$ cat src/rtl/seg7_stable_filter.sv
// Registers the segment bus and counts how long it has held the same value;
// stable_o rises on the edge where the pattern has lasted STABLE_CYCLES samples.
module seg7_stable_filter #(
  parameter int STABLE_CYCLES = 4
) (
  input  logic       clk,
  input  logic       clr_i,
  input  logic [6:0] seg_i,
  output logic       changed_o,
  output logic       stable_o
);

  localparam logic [3:0] CNT_MAX = 4'(STABLE_CYCLES);
  localparam logic [3:0] THRESH  = 4'(STABLE_CYCLES - 2);

  logic [6:0] seg_q;
  logic [3:0] cnt_q;
  logic [3:0] cnt_d;

  assign changed_o = (seg_i != seg_q);
  // Accept on the edge that would take the count to STABLE_CYCLES-1.
  assign stable_o  = !changed_o && (cnt_q >= THRESH);

  always_comb begin
    cnt_d = cnt_q;
    if (clr_i || changed_o) begin
      cnt_d = 4'd0;
    end else if (cnt_q != CNT_MAX) begin
      cnt_d = cnt_q + 4'd1;
    end
  end

  always_ff @(posedge clk) begin
    seg_q <= seg_i;
    cnt_q <= cnt_d;
  end

endmodule

$ cat config.mk
export PLATFORM = sky130hd
export DESIGN_NAME = seg7_stable_filter
export DESIGN_NICKNAME = d
export VERILOG_FILES = /design/src/rtl/seg7_stable_filter.sv
export SDC_FILE = /design/constraint.sdc
export NUM_CORES = 1
export LEC_CHECK = 0
export ABC_AREA = 1
export BUFFER_PORTS_ARGS = -buffer_cell sky130_fd_sc_hd__buf_2
export CAP_MARGIN = 25
export CORE_AREA = 2 2 39 41
export CTS_CLUSTER_DIAMETER = 30
export CTS_CLUSTER_SIZE = 8
export DETAILED_ROUTE_END_ITERATION = 16
export DIE_AREA = 0 0 41 43
export GPL_TIMING_DRIVEN = 0
export PLACE_DENSITY = 0.58
export SETUP_SLACK_MARGIN = 0.05
export SYNTH_ARGS = -nofsm -noshare
export SYNTH_HDL_FRONTEND = slang
export SYNTH_SLANG_ARGS = --single-unit
$ cat constraint.sdc
create_clock -name clk -period 1.04 [get_ports clk]
set_input_delay 0.156 -clock clk [delete_from_list [all_inputs] [get_ports clk]]
set_output_delay 0.156 -clock clk [all_outputs]
set_load 0.05 [all_outputs]
==> flow_metrics.tcl, run 1 <==
set metrics [dict create \
    fin_ws_ns -0.388 \
    fin_cells 92 \
    postCtsHoldBufs 0 \
    ys_warn_count 0 \
    fp.dieW_um 41 \
    synth.area.top_cells "dfxtp_1 (46%), nand2_1 (8.6%), ha_1 (7.8%)" \
    cts_buffers 3 \
    vias 418 \
    num_rows 14 \
    ys_seq_elements 11 \
    drt-initial-drc-count 1 \
    fp.dieH_um 43 \
    violations "negative setup slack" \
    critPathKind "reg2out" \
    h-tree-depth 1 \
    synth_compound_area_frac 0.0313 \
    antennaDiodeCount 0 \
    syn_inst 57 \
    layout-drive-gt1-share 0.539 \
    finalHoldViolCount 0 \
    muxShareOfSynthArea 0 \
    max-slew-margin-rel 0.801 \
    dp_cells 83 \
    synth_area_leader_cell "dfxtp_1" \
    grt_pass1_vias 359 \
    grt_use_total 0.117 \
    num-fill-cells 121 \
    ys.flop_type "dfxtp_1" \
    tightest_slew_ns 0.298 \
    crit_required_ns 0.88 \
    port_buffers 10 \
    max-vdd-ir-drop_uv 643 \
    finalSetupViolations 6 \
    power.density_nw_per_um2 1070 \
    finalClockSkew_ns 0.00362 \
    critPathMaxFanout 2 \
    syn_area_um2 479 \
    route.detailed.drc 0 \
    p_leak_nw 0.333 \
    ant_nets 0 \
    grt_max_degree 8 \
    post-route-period-util 1.37 \
    io_pins 11 \
    die-area_um2 1760 \
    period_minus_slack_ns 1.43 \
    max_freq_mhz 700 \
    grt-ovfl-total 0 \
    synth_fp_nets 69 \
    endpoint_kind "primary output" \
    clk_pin_slew_worst_paths_ns 0.07 \
    synth_top_family_by_area "simple AND/OR/NAND/NOR gates" \
    synthAdderAreaFrac 0.0783 \
    synth_xor_area_frac 0.128 \
    synth_top_area_frac 0.460 \
    cts_sinks 11 \
    rsz0062_at_grt "true" \
    drt-total-wl_um 856 \
    syn_avg_cell_area_um2 8.41 \
    clk_latency_ns 0.27 \
    status "complete, but fails checks" \
    synth_edf_count 0 \
    place_congestion 0.657 \
    design.core.area_um2 1380 \
    place_hpwl_um 567 \
    power_uw 814 \
    netlist_top_cells_count "dfxtp_1 (11), nand2_1 (11), inv_1 (8)" \
    cp-start-kind "register" \
    post_drt_via_cell_ratio 4.54 \
    syn_to_final_growth_pct 58.7 \
    synthSimpleGateAreaFrac 0.232 \
    slew_violations 0 \
    first_pass_iters 4 \
    max-cap-violations 0 \
    antenna_found_initial 0 \
    seq_area_frac_synth 0.460 \
    hold_class "in2reg" \
    arrival_ns 1.27 \
    synthArstFlopShare 0 \
    synth_cell_types 16 \
    cts_tree "yes" \
    fin_nets 89 \
    grt_pass1_wl_um 1410 \
    cts_root_buffer "clkbuf_4" \
    start_util 0.346 \
    routedWlPerCell_um 9.30 \
    clk_path_buf_depth 2 \
]
sequential cells by signal, summed over array words and instances, names as in the netlist:
signal,count
seg_q,7
cnt_q,4
routing by layer:
| layer | global-route usage | wire length, µm |
|---|---|---|
| met1 | 0.131 | 332 |
| met2 | 0.209 | 473 |
| met4 | 0.0400 | 11 |
| met5 | 0 | 0 |
| met3 | 0.0157 | 38 |
cell type report:
type	instances	area, µm²	area share
Multi-Input combinational cell	37	339	0.446
Inverter	9	36.3	0.0477
Tap cell	16	20.0	0.0263
Sequential cell	11	226	0.298
Timing Repair Buffer	15	111	0.146
Clock buffer	3	22.5	0.0296
Clock inverter	1	5.00	0.00658
timing repair:
item / CTS / global route
buffers inserted: 3 / 2
pin swaps: 9 / 6
endpoints found under the setup margin: 6 / 6
resized for setup: 19 / 9
worst max-delay path, cell delays in order, from the launching register on:
cell and delay, ns:
dfxtp_2 0.33, xnor2_2 0.12, nand2_2 0.09, nor2_4 0.14, nand2_4 0.07, nor2_4 0.09
buf_8 0.15
path summary, 6_finish.rpt:
path                                  to  depth (start not counted)      from  slack [ns]
worst max-delay path            stable_o                          6  seg_q[4]       -0.39
worst min-delay path            seg_q[6]                          1  seg_i[6]       0.009
worst max register to register  cnt_q[3]                          6  cnt_q[0]       -0.03
worst min register to register  cnt_q[1]                          4  cnt_q[1]        0.64
cells by family (layout without fill, tap and decap cells):
| kind of cell | count (synthesis) | after routing |
|---|---|---|
| AO/OA/AOI/OAI | 3 | 3 |
| XOR/XNOR | 7 | 7 |
| adder cells (fa/ha/maj) | 3 | 3 |
| buffers and inverters | 9 | 28 |
| flip-flops | 11 | 11 |
| AND/OR/NAND/NOR | 24 | 24 |
placed cells by master, fill, tap and decap left out, drive strengths merged, types with 2 or more instances in the layout:
| cell type | n |
|---|---|
| dfxtp | 11 |
| ha | 3 |
| nor2 | 8 |
| nand2 | 12 |
| inv | 9 |
| clkbuf | 3 |
| a21oi | 2 |
| xnor2 | 4 |
| nand3 | 2 |
| xor2 | 3 |
| buf | 15 |
power breakdown:
group	total [mW]	switching (mW)	internal (mW)
Combinational	0.0894	0.0459	0.0435
Clock	0.285	0.142	0.142
Sequential	0.440	0.00643	0.433
Total	0.814	0.195	0.619
through the flow:
| stage | hold WS (ns) | utilization | setup slack [ns] | area, µm² | TNS (ns) |
|---|---|---|---|---|---|
| after global routing | -0.0000847 | 0.550 | -0.457 | 761 | -1.18 |
| after floorplan | 0.184 | - | -0.233 | 508 | -0.233 |
| final | 0.00928 | 0.550 | -0.388 | 761 | -0.779 |
| after detailed placement | 0.285 | 0.418 | -0.400 | 578 | -0.539 |
| after CTS | 0.00171 | 0.519 | -0.455 | 718 | -0.936 |
| after global placement | 0.284 | 0.418 | -0.389 | 578 | -0.495 |
Note: power is estimated with default switching activity, not from simulation.
==> inputs of run 2 (changes only) <==
--- a/config.mk
+++ b/config.mk
@@ -6,7 +6,7 @@
 export NUM_CORES = 1
 export LEC_CHECK = 0
 export ABC_AREA = 1
-export BUFFER_PORTS_ARGS = -buffer_cell sky130_fd_sc_hd__buf_2
+export BUFFER_PORTS_ARGS = -buffer_cell sky130_fd_sc_hd__buf_4
 export CAP_MARGIN = 25
 export CORE_AREA = 2 2 39 41
 export CTS_CLUSTER_DIAMETER = 30
==> run 2 against run 1 <==
  * Sequential cell count did not move
  * Cell count rose by 5.4%
  * Routed wire length rose by 9.0%
  * Critical path type unchanged
  * Largest power group unchanged
  * First-iteration DRC count fell by 100%
  * The run still ends with negative setup slack left
==> flow_metrics.tcl, run 2 (synthesized netlist as in run 1, its figures left out) <==
set metrics [dict create \
    power.switching_uw 199 \
    port_buffers 10 \
    critPathSlowestCell "dfxtp_1" \
    violations "negative setup slack" \
    num_rows 14 \
    grt_use_met3 0.0157 \
    path_delay_family "simple AND/OR/NAND/NOR gates" \
    setup_tns_ns -1.69 \
    max_freq_mhz 679 \
    crit_required_ns 0.88 \
    max-vdd-ir-drop_uv 1010 \
    rsz0062_at_grt "true" \
    grt_pass1_vias 381 \
    post_drt_via_cell_ratio 4.32 \
    registers.top_by_ff_count "seg_q" \
    power.density_nw_per_um2 1010 \
    p_leak_nw 0.365 \
    place_hpwl_um 563 \
    routedWlPerCell_um 9.62 \
    fin_ws_ns -0.434 \
    critPathMaxFanout 2 \
    grt-ovfl-total 0 \
    antennaDiodeCount 0 \
    use_met1 0.145 \
    max-cap-violations 0 \
    clk_pin_slew_worst_paths_ns 0.07 \
    start_util 0.346 \
    clockPowerShare 0.337 \
    die-area_um2 1760 \
    layout_common_cells "buf_4 (11), nand2_1 (7), inv_1 (6), dfxtp_1 (6)" \
    io_pins 11 \
    cpPeakStageDelay_ns 0.31 \
    period_minus_slack_ns 1.47 \
    ant_nets 0 \
    finalClockSkew_ns 0.00176 \
    clk_latency_ns 0.27 \
    crit_chain "xnor2_1 -> nand2_1 -> nor2_4 -> nand2_4 -> nor2_4 -> buf_8" \
    design.core.area_um2 1380 \
    cp-start-kind "register" \
    place_congestion 0.647 \
    hold_class "in2reg" \
    cts_root_buffer "clkbuf_4" \
    layout-drive-gt1-share 0.580 \
    grt_use_met2 0.213 \
    fp.dieW_um 41 \
    cts_tree "yes" \
    h-tree-depth 1 \
    fp.dieH_um 43 \
    drt-initial-drc-count 0 \
    antenna_found_initial 0 \
    clk_path_buf_depth 2 \
    slew_violations 0 \
    pwr-share-comb 0.147 \
    top_regs "seg_q (7), cnt_q (4)" \
    largest_reg_flops 7 \
    p_sw_frac 0.232 \
    arrival_ns 1.32 \
    grt_use_total 0.128 \
    status "complete, but fails checks" \
    power.share.sequential 0.516 \
    critPathKind "reg2out" \
    power_uw 856 \
    fin_nets 94 \
    endpoint_kind "primary output" \
    crit_buf_inv 1 \
    critPathMostFrequentCell "nor2_4" \
    route.detailed.drc 0 \
    cts_sinks 11 \
    syn_to_final_growth_pct 76.2 \
    first_pass_iters 1 \
    max-slew-margin-rel 0.818 \
    finalSetupViolations 6 \
    grt_max_degree 7 \
    finalHoldViolCount 0 \
    post-route-period-util 1.42 \
    drt-total-wl_um 933 \
    busiest_layer "met2" \
    intPower_uw 657 \
    cts_buffers 3 \
    layout_commonest_cell "buf_4" \
    tightest_slew_ns 0.271 \
    vias 419 \
    grt_pass1_wl_um 1510 \
    utilization 0.610 \
]
## run 2: per-stage QoR
stage / hold slack (ns) / worst slack, ns / cells / cell area (µm²)
2_1_floorplan: 0.184 / -0.233 / 57 / 508
6_report: 0.000697 / -0.434 / 97 / 845
3_5_place_dp: 0.278 / -0.367 / 83 / 603
5_1_grt: -0.00818 / -0.510 / 97 / 845
3_3_place_gp: 0.277 / -0.371 / 83 / 603
4_1_cts: 0.000631 / -0.440 / 92 / 747
## run 2: power by group through the flow
stage          Combinational [mW]  Sequential, mW  Clock, mW
6_report                    0.126           0.442      0.289
5_1_grt                     0.138           0.443      0.319
4_1_cts                    0.0922           0.439      0.292
3_5_place_dp               0.0765           0.452          0
3_3_place_gp               0.0750           0.451          0
2_1_floorplan              0.0441           0.451          0
## run 2: area by class of cell
| cell class | count | area, µm² |
|---|---|---|
| Clock buffer | 4 | 26.3 |
| Sequential cell | 11 | 229 |
| Tap cell | 16 | 20.0 |
| Inverter | 9 | 36.3 |
| Multi-Input combinational cell | 37 | 345 |
| Fill cell | 114 | 539 |
| Timing Repair Buffer | 20 | 188 |
## run 2: what timing repair did
action,CTS,global route
endpoints found under the hold margin,2,1
gates resized for setup,16,17
setup buffers,3,4
hold buffers,2,1
setup endpoints to repair,6,6
pin swaps,11,12
cloned,0,0
## run 2: final timing paths
path	startpoint	end	slack [ns]	cells after the start
setup reg to reg	seg_q[4]	cnt_q[2]	-0.24	9
hold / removal	seg_i[0]	seg_q[0]	0.0007	1
hold reg to reg	cnt_q[3]	cnt_q[3]	0.65	2
setup / recovery	seg_q[2]	stable_o	-0.43	6
## run 2: per-layer routing
layer / up-vias / share of wire
met1: 187 / 0.38
met4: 0 / 0.044
met5: - / 0
met2: 11 / 0.53
met3: 4 / 0.043
li1: 217 / -
==> inputs of run 3 (changes only) <==
--- a/config.mk
+++ b/config.mk
@@ -6,7 +6,7 @@
 export NUM_CORES = 1
 export LEC_CHECK = 0
 export ABC_AREA = 1
-export BUFFER_PORTS_ARGS = -buffer_cell sky130_fd_sc_hd__buf_4
+export BUFFER_PORTS_ARGS = -buffer_cell sky130_fd_sc_hd__clkbuf_2
 export CAP_MARGIN = 25
 export CORE_AREA = 2 2 39 41
 export CTS_CLUSTER_DIAMETER = 30
==> run 3 against run 2 <==
  * The flow still finishes with violations (negative setup slack)
  * Largest cell class unchanged
  * Non-clock buffer count decreased by 6
  * Critical path depth down 2
  * Highest routed layer is now met3
  * Worst setup slack improved by 0.050 ns
  * Global-route usage fell by 0.81 points
  * Hold slack better by 0.018 ns
  * Sequential share of layout area rose by 3.0 points
==> flow_metrics.tcl, run 3 (synthesized netlist as in run 1, its figures left out) <==
set metrics [dict create \
    routedWlPerCell_um 8.82 \
    die-area_um2 1760 \
    layout_commonest_cell "clkbuf_2" \
    grt_use_total 0.120 \
    port_buffers 10 \
    finalHoldViolCount 0 \
    start_util 0.346 \
    design.core.area_um2 1380 \
    syn_to_final_growth_pct 57.7 \
    cpPeakStageDelay_ns 0.35 \
    place_hpwl_um 549 \
    fin_area_um2 756 \
    registers.top_by_ff_count "seg_q" \
    utilization 0.546 \
    violations "negative setup slack" \
    max-slew-margin-rel 0.825 \
    largest_reg_flops 7 \
    slew_violations 0 \
    path_delay_family "simple AND/OR/NAND/NOR gates" \
    crit_chain "buf_6 -> nor4_4 -> nor2_4 -> buf_8" \
    vias 401 \
    arrival_ns 1.27 \
    first_pass_iters 1 \
    grt_max_degree 7 \
    route.detailed.drc 0 \
    cts_tree "yes" \
    grt_pass1_vias 380 \
    drt-initial-drc-count 0 \
    max_freq_mhz 702 \
    grt_pass1_wl_um 1390 \
    p_leak_nw 0.333 \
    fin_cells 91 \
    ant_nets 0 \
    io_pins 11 \
    clk_path_buf_depth 2 \
    status "complete, but fails checks" \
    post-route-period-util 1.37 \
    cp-start-kind "register" \
    period_minus_slack_ns 1.42 \
    clk_pin_slew_worst_paths_ns 0.06 \
    critPathKind "reg2out" \
    max-vdd-ir-drop_uv 815 \
    layout_common_cells "clkbuf_2 (8), nand2_1 (7), dfxtp_1 (7), inv_1 (5)" \
    post_drt_via_cell_ratio 4.41 \
    fin_ws_ns -0.383 \
    top_regs "seg_q (7), cnt_q (4)" \
    antennaDiodeCount 0 \
    h-tree-depth 1 \
    finalClockSkew_ns 0.00123 \
    power.density_nw_per_um2 1060 \
    max-cap-violations 0 \
    hold_class "in2reg" \
    layout-drive-gt1-share 0.533 \
    critPathSlowestCell "dfxtp_4" \
    clk_latency_ns 0.26 \
    antenna_found_initial 0 \
    cts_sinks 11 \
    fp.dieW_um 41 \
    finalSetupViolations 6 \
    cts_buffers 3 \
    cts_root_buffer "clkbuf_4" \
    placed_area_um2 578 \
    drt-total-wl_um 803 \
    fp.dieH_um 43 \
    endpoint_kind "primary output" \
    postCtsHoldBufs 0 \
    critPathMaxFanout 4 \
    place_congestion 0.627 \
    rsz0062_at_grt "true" \
    grt-ovfl-total 0 \
    fin_nets 88 \
    dp_cells 83 \
    num_rows 14 \
    crit_required_ns 0.88 \
    crit_buf_inv 2 \
    tightest_slew_ns 0.261 \
    num-fill-cells 125 \
]
## run 3: cell types whose count changed in the layout (fill, tap and decap cells not counted), sizes merged
| cell | change |
|---|---|
| buf | -12 |
| clkbuf | +9 |
| dlygate4sd3 | -3 |
## run 3: per-stage QoR
stage / setup WS, ns / hold WS (ns) / power [mW] / TNS, ns
2_1_floorplan: -0.233 / 0.184 / 0.495 / -0.233
3_3_place_gp: -0.417 / 0.286 / 0.517 / -0.547
3_5_place_dp: -0.432 / 0.287 / 0.520 / -0.569
4_1_cts: -0.461 / 0.00856 / 0.809 / -0.927
5_1_grt: -0.469 / 0.000499 / 0.849 / -1.28
6_report: -0.383 / 0.0184 / 0.801 / -0.833
## run 3: what timing repair did
item                                    4_1_cts  5_1_grt
endpoints found under the setup margin        6        6
endpoints found under the hold margin         0        0
setup buffers                                 4        0
cloned                                        0        0
pin swaps                                     8       11
gates resized for setup                      19       10
## run 3: report_power, final
| group | internal [mW] | switching [mW] |
|---|---|---|
| logic | 0.0415 | 0.0423 |
| registers | 0.434 | 0.00691 |
| clock network | 0.148 | 0.128 |
| total | 0.624 | 0.177 |
## run 3: worst paths after layout
| path | from | slack (ns) | end | cells past startpoint |
|---|---|---|---|---|
| worst min-delay path | seg_i[2] | 0.02 | seg_q[2] | 1 |
| worst max-delay path | cnt_q[1] | -0.38 | stable_o | 4 |
| worst min register to register | cnt_q[3] | 0.62 | cnt_q[3] | 2 |
| worst max register to register | cnt_q[1] | -0.06 | cnt_q[2] | 5 |
## run 3: layout make-up
cell class                      instances  area, µm²  share of cell area
Inverter                                9       36.3              0.0480
Multi-Input combinational cell         37        328               0.434
Tap cell                               16       20.0              0.0265
Timing Repair Buffer                   14        118               0.156
Clock buffer                            4       26.3              0.0348
Sequential cell                        11        228               0.301
## run 3: metal layers
| metal | wire, µm | track usage |
|---|---|---|
| met4 | 0 | 0.100 |
| met2 | 425 | 0.184 |
| met3 | 35 | 0.0366 |
| met5 | 0 | 0 |
| met1 | 343 | 0.125 |
